## config.mk

```make
export PLATFORM = sky130hd
export DESIGN_NAME = div_unit_flat
export DESIGN_NICKNAME = d
export VERILOG_FILES = /design/src/rtl/div_unit_if.sv /design/src/rtl/div_unit.sv /design/src/flat_wrapper.sv
export SDC_FILE = /design/constraint.sdc
export NUM_CORES = 1
export LEC_CHECK = 0
export ABC_CLOCK_PERIOD_IN_PS = 4000
export BUFFER_PORTS_ARGS = -buffer_cell sky130_fd_sc_hd__clkbuf_2
export CORE_ASPECT_RATIO = 0.7
export CORE_UTILIZATION = 59
export DETAILED_ROUTE_END_ITERATION = 8
export PLACE_DENSITY = 0.83
export SYNTH_ARGS = -nofsm -noshare
export SYNTH_HDL_FRONTEND = slang
export SYNTH_SLANG_ARGS = --single-unit
```

## constraint.sdc

```tcl
create_clock -name clk -period 4 [get_ports clk]
set_input_delay 0.2 -clock clk [delete_from_list [all_inputs] [get_ports clk]]
set_output_delay 0.2 -clock clk [all_outputs]
set_load 0.02 [all_outputs]
```

## src/rtl/div_unit_if.sv

```systemverilog
// div_unit_if -- EX <-> divider request/response bundle.
//
// The EX stage (master) raises start_i with the operands and the signedness
// flag, may pulse annul_i to abandon a division, and waits for ready_o. The
// divider (slave) returns {remainder, quotient} on result_o.
//
// Signals:
//   signed_div_i  EX -> div   1 = DIV (signed), 0 = DIVU (unsigned)
//   opdata1_i     EX -> div   dividend, WIDTH bits
//   opdata2_i     EX -> div   divisor, WIDTH bits
//   start_i       EX -> div   request, held until the result is consumed
//   annul_i       EX -> div   abort an in-flight division
//   result_o      div -> EX   [2W-1:W] remainder (HI), [W-1:0] quotient (LO)
//   ready_o       div -> EX   result valid
interface div_unit_if #(
    parameter int WIDTH = 32
);
    logic                   signed_div_i;
    logic [WIDTH-1:0]       opdata1_i;
    logic [WIDTH-1:0]       opdata2_i;
    logic                   start_i;
    logic                   annul_i;
    logic [2*WIDTH-1:0]     result_o;
    logic                   ready_o;

    modport master (
        output signed_div_i,
        output opdata1_i,
        output opdata2_i,
        output start_i,
        output annul_i,
        input  result_o,
        input  ready_o
    );

    modport slave (
        input  signed_div_i,
        input  opdata1_i,
        input  opdata2_i,
        input  start_i,
        input  annul_i,
        output result_o,
        output ready_o
    );
endinterface

```

## src/rtl/div_unit.sv

```systemverilog
// div_unit -- multi-cycle radix-2 restoring divider for DIV/DIVU.
//
// One quotient bit is produced per clock. Operands are reduced to magnitudes
// at accept time and the signs are re-applied once the iterations finish.
// The result is held for as long as start_i stays high; dropping start_i
// returns the unit to FREE and clears the outputs.
//
// Ports:
//   clk   rising-edge clock
//   rst   synchronous reset, active-high
//   bus   div_unit_if.slave (signed_div_i, opdata1_i, opdata2_i, start_i,
//         annul_i in; result_o, ready_o out, both registered)
//
// Parameters:
//   WIDTH  operand width (result is 2*WIDTH)
//   CNT_W  iteration counter width, must be able to hold WIDTH
//
// Optional feature, macro DIV_BYZERO_DETECT_EN:
//   defined   -> a zero divisor short-cuts through BYZERO and yields result 0
//                with ready_o high two cycles after accept.
//   undefined -> a zero divisor runs all WIDTH iterations (quotient all ones,
//                remainder = dividend magnitude, usual sign fix-up).
module div_unit #(
    parameter int WIDTH = 32,
    parameter int CNT_W = 6
) (
    input  logic      clk,
    input  logic      rst,
    div_unit_if.slave bus
);

    typedef enum logic [1:0] {
        FREE   = 2'd0,
        BYZERO = 2'd1,
        ON     = 2'd2,
        END    = 2'd3
    } state_t;

    state_t               state_reg;
    logic [CNT_W-1:0]     cnt_reg;
    // {partial remainder (WIDTH+1 bits), dividend/quotient (WIDTH bits)}
    logic [2*WIDTH:0]     work_reg;
    logic [WIDTH-1:0]     divisor_reg;
    logic                 signed_reg;
    logic                 neg1_reg;
    logic                 neg2_reg;
    logic [2*WIDTH-1:0]   result_reg;
    logic                 ready_reg;

    assign bus.result_o = result_reg;
    assign bus.ready_o  = ready_reg;

    // Operand magnitudes, evaluated on the accept edge only.
    logic                 op1_neg;
    logic                 op2_neg;
    logic [WIDTH-1:0]     op1_mag;
    logic [WIDTH-1:0]     op2_mag;

    always_comb begin
        op1_neg = bus.signed_div_i & bus.opdata1_i[WIDTH-1];
        op2_neg = bus.signed_div_i & bus.opdata2_i[WIDTH-1];
        op1_mag = op1_neg ? (~bus.opdata1_i + 1'b1) : bus.opdata1_i;
        op2_mag = op2_neg ? (~bus.opdata2_i + 1'b1) : bus.opdata2_i;
    end

    // One restoring step: shift left, trial-subtract the divisor from the
    // upper WIDTH+1 bits, keep the difference and shift in 1 if it did not
    // borrow. The pre-shift remainder is always below the divisor (or, for a
    // zero divisor, below 2^WIDTH), so bit WIDTH of a successful trial is 0
    // and that bit alone signals the borrow.
    logic [2*WIDTH:0]     shifted;
    logic [WIDTH:0]       trial;
    logic [2*WIDTH:0]     work_next;

    always_comb begin
        shifted   = work_reg << 1;
        trial     = shifted[2*WIDTH:WIDTH] - {1'b0, divisor_reg};
        work_next = shifted;
        if (!trial[WIDTH]) begin
            work_next[2*WIDTH:WIDTH] = trial;
            work_next[0]             = 1'b1;
        end
    end

    // Sign fix-up: quotient takes the XOR of the signs, remainder follows
    // the dividend (truncating division).
    logic [WIDTH-1:0]     quot_fix;
    logic [WIDTH-1:0]     rem_fix;

    always_comb begin
        quot_fix = work_reg[WIDTH-1:0];
        rem_fix  = work_reg[2*WIDTH-1:WIDTH];
        if (signed_reg && (neg1_reg ^ neg2_reg)) begin
            quot_fix = ~work_reg[WIDTH-1:0] + 1'b1;
        end
        if (signed_reg && neg1_reg) begin
            rem_fix = ~work_reg[2*WIDTH-1:WIDTH] + 1'b1;
        end
    end

    always_ff @(posedge clk) begin
        if (rst) begin
            state_reg   <= FREE;
            cnt_reg     <= '0;
            work_reg    <= '0;
            divisor_reg <= '0;
            signed_reg  <= 1'b0;
            neg1_reg    <= 1'b0;
            neg2_reg    <= 1'b0;
            result_reg  <= '0;
            ready_reg   <= 1'b0;
        end else begin
            case (state_reg)
                FREE: begin
                    result_reg <= '0;
                    ready_reg  <= 1'b0;
                    if (bus.start_i && !bus.annul_i) begin
                        cnt_reg     <= '0;
                        work_reg    <= {{(WIDTH+1){1'b0}}, op1_mag};
                        divisor_reg <= op2_mag;
                        signed_reg  <= bus.signed_div_i;
                        neg1_reg    <= op1_neg;
                        neg2_reg    <= op2_neg;
`ifdef DIV_BYZERO_DETECT_EN
                        state_reg   <= (bus.opdata2_i == '0) ? BYZERO : ON;
`else
                        state_reg   <= ON;
`endif
                    end
                end

                BYZERO: begin
                    if (bus.annul_i) begin
                        state_reg  <= FREE;
                        result_reg <= '0;
                        ready_reg  <= 1'b0;
                    end else begin
                        // Zeroed work register makes the fix-up yield 0.
                        work_reg  <= '0;
                        state_reg <= END;
                    end
                end

                ON: begin
                    if (bus.annul_i) begin
                        state_reg  <= FREE;
                        result_reg <= '0;
                        ready_reg  <= 1'b0;
                    end else begin
                        work_reg <= work_next;
                        cnt_reg  <= cnt_reg + 1'b1;
                        if (cnt_reg == CNT_W'(WIDTH - 1)) begin
                            state_reg <= END;
                        end
                    end
                end

                END: begin
                    // annul_i is deliberately ignored here; only start_i
                    // dropping releases the result.
                    if (bus.start_i) begin
                        result_reg <= {rem_fix, quot_fix};
                        ready_reg  <= 1'b1;
                    end else begin
                        state_reg  <= FREE;
                        cnt_reg    <= '0;
                        result_reg <= '0;
                        ready_reg  <= 1'b0;
                    end
                end

                default: begin
                    state_reg  <= FREE;
                    result_reg <= '0;
                    ready_reg  <= 1'b0;
                end
            endcase
        end
    end

endmodule

```

## src/flat_wrapper.sv

```systemverilog
// flat-port wrapper written by rule: the top's interface ports become plain ports
module div_unit_flat 
#(
    parameter int WIDTH = 32,
    parameter int CNT_W = 6
)
  (clk, rst, bus_signed_div_i, bus_opdata1_i, bus_opdata2_i, bus_start_i, bus_annul_i, bus_result_o, bus_ready_o);
  div_unit_if #(.WIDTH(WIDTH)) bus_i ();
  input  logic clk;
  input  logic rst;
  input wire logic [$bits(bus_i.signed_div_i)-1:0] bus_signed_div_i;
  input wire logic [$bits(bus_i.opdata1_i)-1:0] bus_opdata1_i;
  input wire logic [$bits(bus_i.opdata2_i)-1:0] bus_opdata2_i;
  input wire logic [$bits(bus_i.start_i)-1:0] bus_start_i;
  input wire logic [$bits(bus_i.annul_i)-1:0] bus_annul_i;
  output wire logic [$bits(bus_i.result_o)-1:0] bus_result_o;
  output wire logic [$bits(bus_i.ready_o)-1:0] bus_ready_o;
  assign bus_i.signed_div_i = bus_signed_div_i;
  assign bus_i.opdata1_i = bus_opdata1_i;
  assign bus_i.opdata2_i = bus_opdata2_i;
  assign bus_i.start_i = bus_start_i;
  assign bus_i.annul_i = bus_annul_i;
  assign bus_result_o = bus_i.result_o;
  assign bus_ready_o = bus_i.ready_o;
  div_unit #(.WIDTH(WIDTH), .CNT_W(CNT_W)) u_core (.clk(clk), .rst(rst), .bus(bus_i));
endmodule
```

==> metrics.md, run 1 <==
| Metric | Value |
|---|---|
| Die Ht | `116 um` |
| # setup viols final | `0` |
| Switching power | `1.84 mW` |
| Post-synth EDFFs | `0` |
| Setup tns final | `0 ps` |
| Overall routed net length | `30.1 mm` |
| Layout cell share with drive strength beyond 1 | `0.145` |
| Grt ovf | `0` |
| Leakage power | `5.07 nW` |
| Max Clock Skew | `12.2 ps` |
| Post-Syn Area | `10900 um^2` |
| Drt wl/cell | `17.4 um` |
| Largest family of logic cells by synthesized area | `compound AO/OA/AOI/OAI gates` |
| Power Internal | `3.47 mW` |
| Synthesized area per cell | `7.86 um^2` |
| Worst R2R Path Depth | `12` |
| Final layout net count | `1597` |
| Yosys top cell area share | `0.315` |
| Most area-consuming cells after synthesis | `dfxtp_1 31%, nor2_1 6.4%, xor2_1 5.8%, xnor2_1 5.8%, ha_1 4.7%` |
| Setup crit end kind | `register` |
| Maximum clock path buffer count | `2` |
| CP Max Fanout | `3` |
| Min Clock Period, post-route | `3240 ps` |
| Worst setup SP type | `register` |
| Post-synthesis simple-gate area fraction | `0.193` |
| Post-synthesis mux area share | `0.0284` |
| Distinct cell type count after synthesis | `71` |
| Tcrit/Tclk final | `0.811` |
| Critical R2R Capture | `u_core.work_reg[58]$_SDFFE_PP0P_` |
| VDD IR max | `0.315 mV` |
| Vias | `10486` |
| Root Buffer | `clkbuf_16` |
| Pre-antenna DRT Iters | `6` |
| Async set-or-reset flop fraction in the synthesized netlist | `0` |
| Crit path DAT | `3530 ps` |
| Max_cap viols | `0` |
| I/O Pins | `134` |
| Setup CP Type | `register to register` |
| GP Congestion | `0.979` |
| Worst-margin pin slew | `1050 ps` |
| Final hold violation count | `0` |
| Die width | `165 um` |
| # rows | `41` |
| Synthesis Warnings | `0` |
| Detailed-route DRC error count | `0` |
| Start point of the worst hold path | `bus_opdata2_i[31]` |
| Setup crit start | `u_core.work_reg[31]$_SDFFE_PP0P_` |
| Vias per cell | `6.04` |
| Xor-xnor portion of the synthesized cell area | `0.119` |
| Total Routing Usage GR | `0.322` |
| Post-CTS Resized | `0` |
| P per Cell Area | `428 nW/um^2` |
| Top sig layer | `met4` |
| Unrepaired setup endpoints after global routing | `false` |
| Switching share of power | `0.346` |
| CTS tree | `built` |
| Commonest cells in the netlist | `186 x nor2_1, 172 x dfxtp_1, 121 x nand2_1` |
| Max frequency | `0.308 GHz` |
| Flop pwr share | `0.375` |
| Area Overhead vs Synth | `13.5%` |
| Number of buffers added on ports | `133` |
| Synth Instances | `1392` |
| WL met1 | `15.1 mm` |
| Register area share after synthesis | `0.315` |
| Register-to-register path setup slack | `760 ps` |
| Clk network pwr share | `0.352` |
| Dominant cell type by area after synthesis | `dfxtp_1` |
| WHS | `50.9 ps` |
| Die area | `19100 um^2` |
| Starting density of the core | `0.604` |
| Final setup margin | `757 ps` |
| Antenna diode count | `0` |
| Main synth FF type | `dfxtp_1` |
| Skew-Pair Late Insertion Delay | `440 ps` |
| Core box area | `18100 um^2` |
| First-pass GRT wire length | `48.0 mm` |
| Number of hold buffers added after cts | `0` |
| Max-Slew Margin vs Limit | `0.302` |
| Initial antenna violation count | `0` |
| Met2 WL post-DR | `11.5 mm` |
| Slew Viols, Final | `0` |
| Most common cell in the netlist | `nor2_1` |
| ANT nets after route | `0` |
| H-Tree Depth | `4` |
| Hold path cells | `3` |
| Compound-gate portion of the synthesized area | `0.246` |
| Clock-pin slew on the worst setup and hold paths | `70 ps` |
| Syn_nets | `1503` |
| Reg-to-Reg Start | `u_core.work_reg[31]$_SDFFE_PP0P_` |
| Status | `completed` |
| Hold Path End | `u_core.divisor_reg[31]$_SDFFE_PP0P_` |
| Postcts setup bufs | `0` |
| Number of CTS-inserted buffers | `17` |
| Synth Area in Adders | `0.0487` |
| Vias in the first global route | `8919` |
| Clk sinks | `172` |
| Pre-CTS WS | `833 ps` |
| Dpl hpwl | `22.4 mm` |
| Largest net degree at the start of global routing | `86` |
| DRT iter0 DRCs | `1372` |
| Met3 Wirelength | `3.27 mm` |
| Synthesized flop and latch total | `172` |
| Part of the power in combinational logic | `0.273` |
| Worst hold-check path type | `input pin to register` |
| Req. time, crit path | `4290 ps` |
-- power groups by stage --
stage | clock network [mW] | registers (mW) | logic, mW
detailed placement | 0 | 2.02 | 1.40
CTS | 1.88 | 1.98 | 1.42
finish | 1.87 | 1.99 | 1.45
global placement | 0 | 2.01 | 1.38
global route | 1.97 | 2.00 | 1.59
floorplan | 0 | 1.97 | 1.06
-- layout by cell type, fill, tap and decap left out, types with 8 or more instances in the layout --
cell type | netlist | routed
nor2_1 | 186 | 182
dfxtp_1 | 172 | 172
clkbuf_2 | 0 | 132
nand2_1 | 121 | 121
o21ai_0 | 98 | 98
a21oi_1 | 97 | 97
xor2_1 | 73 | 73
xnor2_1 | 72 | 72
inv_1 | 60 | 60
a22oi_1 | 49 | 49
ha_1 | 41 | 41
mux2i_1 | 31 | 31
a211oi_1 | 26 | 26
nor3_1 | 25 | 25
o21ai_1 | 25 | 25
buf_4 | 0 | 21
nand3_1 | 19 | 19
clkbuf_16 | 0 | 17
or3_1 | 16 | 16
o31ai_1 | 16 | 16
a22o_1 | 14 | 14
nand2b_1 | 13 | 13
or4_1 | 10 | 10
o211ai_1 | 9 | 9
and2_1 | 8 | 8
o21a_1 | 8 | 8
a21o_1 | 8 | 8
o41ai_1 | 8 | 8
nor4_1 | 8 | 8
-- cells by family (layout without fill, tap and decap cells) --
| logic type | Yosys count | after routing |
|---|---|---|
| DFF | 172 | 172 |
| and+or+nand+nor | 449 | 449 |
| AOI/OAI and AO/OA | 414 | 414 |
| muxes | 31 | 31 |
| adders and majority gates | 42 | 42 |
| xor gates and xnor gates | 146 | 146 |
| buffers and inverters | 138 | 245 |
-- critical path: stages (launching register included) --
cell	delay [ps]
dfxtp_1	380
inv_1	100
ha_1	210
fa_1	380
nand2b_1	190
a21o_1	190
and2_1	170
o41ai_1	640
nor3b_1	340
o41ai_1	130
xnor2_1	140
mux2i_1	140
o21ai_1	70
-- area by class of cell --
class	instances	area, um^2
clock inverter	12	201
inverter	60	225
timing repair buffer	153	818
multi-input combinational	1082	6970
fill	1455	5690
tap	236	295
sequential	172	3440
clock buffer	20	467
-- metrics by stage --
stage / area (um^2) / std cells / utilization / power, mW
finish: 12400 / 1735 / 0.686 / 5.31
global route: 12400 / 1735 / 0.686 / 5.57
CTS: 12400 / 1735 / 0.686 / 5.28
detailed placement: 11800 / 1703 / 0.649 / 3.43
global placement: 11800 / 1703 / 0.649 / 3.39
floorplan: 10900 / 1392 / - / 3.02
-- layer usage --
metal,track usage,vias up
li1,-,5137
met1,0.519,4813
met2,0.421,511
met3,0.0702,25
met4,0.0703,0
met5,0,-
-- worst max-delay path by stage --
stage / endpoint / cells after the start / slack, ps
floorplan: u_core.work_reg[35]$_SDFFE_PP0P_ / 13 / 1150
global placement: u_core.work_reg[58]$_SDFFE_PP0P_ / 12 / 920
detailed placement: u_core.work_reg[58]$_SDFFE_PP0P_ / 12 / 830
CTS: u_core.work_reg[58]$_SDFFE_PP0P_ / 12 / 800
global route: u_core.work_reg[0]$_SDFFE_PP0P_ / 11 / 500
finish: u_core.work_reg[58]$_SDFFE_PP0P_ / 12 / 760
(Power assumes the default switching activity.)
==> inputs of run 2 (changes only) <==
Settings changed: ABC_CLOCK_PERIOD_IN_PS 4000 to 3100.
Clock period 4 ns to 3.1 ns, I/O delays scaled along.
==> metrics.md, run 2 (synthesized netlist as in run 1, its figures left out) <==
| Metric | Value |
|---|---|
| Die width | `165 um (unchanged)` |
| First-pass GRT wire length | `50.7 mm (+5.5%)` |
| Final layout net count | `1637 (+2.5%)` |
| Status | `completed` |
| Worst-margin pin slew | `837 ps (-210 ps)` |
| Total power | `6.67 mW (+25%)` |
| Total Routing Usage GR | `0.340 (+0.0180)` |
| Setup CP Type | `register to register` |
| Initial antenna violation count | `0 (unchanged)` |
| Clock-pin slew on the worst setup and hold paths | `70 ps (about the same)` |
| Commonest non-fill, non-tap cells in the layout | `182 x nor2_1, 170 x dfxtp_1, 132 x clkbuf_2` |
| Commonest non-fill, non-tap cell in the layout | `nor2_1` |
| Grt ovf | `0 (unchanged)` |
| Area Overhead vs Synth | `16.4%` |
| Vias | `10873 (+3.7%)` |
| CTS tree | `built` |
| Dpl cell area | `12000 um^2 (+2.4%)` |
| Max-Slew Margin vs Limit | `0.442 (+0.140)` |
| Root Buffer | `clkbuf_16` |
| Req. time, crit path | `3470 ps (-820 ps)` |
| Number of CTS-inserted buffers | `17 (unchanged)` |
| Vias per cell | `6.13 (+1.4%)` |
| Vias in the first global route | `9644 (+8.1%)` |
| Met2 usage | `0.473 (+0.0518)` |
| Worst hold-check path type | `input pin to register` |
| Number of hold buffers added after cts | `0 (unchanged)` |
| Min Clock Period, post-route | `3090 ps (-149 ps)` |
| Leakage power | `5.26 nW (+3.8%)` |
| Setup crit end kind | `register` |
| Global Route met1 Usage | `0.507 (-0.0124)` |
| DRT iter0 DRCs | `1155 (-16%)` |
| Maximum clock path buffer count | `2 (unchanged)` |
| Clk sinks | `172 (unchanged)` |
| Setup crit start | `u_core.divisor_reg[1]$_SDFFE_PP0P_` |
| Number of buffers added on ports | `133 (unchanged)` |
| H-Tree Depth | `4 (unchanged)` |
| Flop pwr share | `0.386 (+0.011)` |
| Max_cap viols | `0 (unchanged)` |
| CP Max Fanout | `3 (unchanged)` |
| Drt wl/cell | `18.2 um (+4.7%)` |
| Max Clock Skew | `11.5 ps (-0.690 ps)` |
| WHS | `20.0 ps (-30.8 ps)` |
| # rows | `41 (unchanged)` |
| Core box area | `18100 um^2 (unchanged)` |
| Dpl hpwl | `23.6 mm (+5.4%)` |
| Die area | `19100 um^2 (unchanged)` |
| Tcrit/Tclk final | `0.998 (+0.187)` |
| Starting density of the core | `0.604 (unchanged)` |
| Max frequency | `0.323 GHz (+4.8%)` |
| Part of the power in combinational logic | `0.298 (+0.025)` |
| Filler Cell Count | `1505 (+3.4%)` |
| Die Ht | `116 um (unchanged)` |
| M3 GR Usage | `0.0984 (+0.0283)` |
| Largest net degree at the start of global routing | `71 (-17%)` |
| I/O Pins | `134 (unchanged)` |
| Detailed-route DRC error count | `0 (unchanged)` |
| Worst setup SP type | `register` |
| Antenna diode count | `0 (unchanged)` |
| Final hold violation count | `0 (unchanged)` |
| Reg-to-Reg Start | `u_core.divisor_reg[1]$_SDFFE_PP0P_` |
| Start point of the worst hold path | `bus_opdata2_i[21]` |
| GRT Max-Usage Layer | `met1` |
| ANT nets after route | `0 (unchanged)` |
| Skew-Pair Late Insertion Delay | `450 ps (about the same)` |
| Overall routed net length | `32.3 mm (+7.1%)` |
| # setup viols final | `0 (unchanged)` |
| Switching power | `2.46 mW (+34%)` |
| Slew Viols, Final | `0 (unchanged)` |
| GP Congestion | `0.984 (+0.46%)` |
| Switching share of power | `0.369 (+0.0228)` |
| VDD IR max | `0.464 mV (+47%)` |
| Crit path DAT | `3460 ps (-70 ps)` |
| Power Internal | `4.21 mW (+21%)` |
| Layout cell share with drive strength beyond 1 | `0.171 (+0.0261)` |
| P per Cell Area | `524 nW/um^2 (+22%)` |
| Pre-antenna DRT Iters | `5 (-1)` |
| Clk network pwr share | `0.316 (-0.036)` |
| Fin area | `12700 um^2 (+2.5%)` |
-- run 2: cell types whose count changed in the layout (fill, tap and decap cells not counted), sizes merged --
cell | before | now
inv | 64 | 66
buf | 21 | 59
clkbuf | 152 | 153
clkinv | 1 | 4
bufinv | 4 | 0
-- run 2: final cells by class --
cell class | instances | area [um^2] | area share
clock buffers | 19 | 453 | 0.0356
clock inverters | 13 | 128 | 0.0100
repair buffers | 193 | 1190 | 0.0936
multi-input cells | 1082 | 6990 | 0.549
flip-flops and latches | 172 | 3450 | 0.271
well taps | 236 | 295 | 0.0232
inverters | 60 | 225 | 0.0177
-- run 2: worst max-delay path, cell delays in order, from the launching register on --
cell and delay [ps]:
dfxtp_1 510, inv_1 100, ha_1 290, nand2b_1 80
a21oi_1 290, o21ai_0 190, a211oi_1 420, o21a_1 310
a311oi_1 140, xnor2_1 340, mux2i_1 170, o21ai_1 160
-- run 2: metal layers --
| metal | up-vias | wire, um |
|---|---|---|
| met3 | 34 | 3680 |
| met4 | 0 | 374 |
| met1 | 5061 | 15400 |
| met5 | - | 0 |
| met2 | 556 | 12800 |
| li1 | 5222 | - |
-- run 2: what timing repair did --
action,4_1_cts,5_1_grt
setup endpoints to repair,1,31
pin swaps,0,2
buffers inserted,1,4
gates cloned,0,2
gates resized for setup,1,5
-- run 2: power by group through the flow --
| stage | registers (mW) | clock network (mW) | logic [mW] |
|---|---|---|---|
| after floorplan | 2.54 | 0 | 1.37 |
| after detailed placement | 2.61 | 0 | 1.87 |
| after CTS | 2.56 | 2.11 | 1.90 |
| final | 2.57 | 2.11 | 1.98 |
| after global routing | 2.59 | 2.21 | 2.16 |
| after global placement | 2.59 | 0 | 1.83 |
-- run 2: final timing paths --
kind	end	slack, ps	cells past startpoint
setup / recovery	u_core.work_reg[57]$_SDFFE_PP0P_	6	11
hold / removal	u_core.divisor_reg[21]$_SDFFE_PP0P_	20	3
setup reg to reg	u_core.work_reg[57]$_SDFFE_PP0P_	6	11
hold reg to reg	u_core.divisor_reg[15]$_SDFFE_PP0P_	460	2
-- run 2: per-stage QoR --
step / setup slack, ps / instances / TNS, ps / utilization
after detailed placement: 25.7 / 1736 / 0 / 0.665
after global placement: 168 / 1736 / 0 / 0.665
after CTS: 42.9 / 1769 / 0 / 0.697
after global routing: -46.3 / 1775 / -71.3 / 0.703
final: 5.91 / 1775 / 0 / 0.703
after floorplan: 254 / 1392 / 0 / -
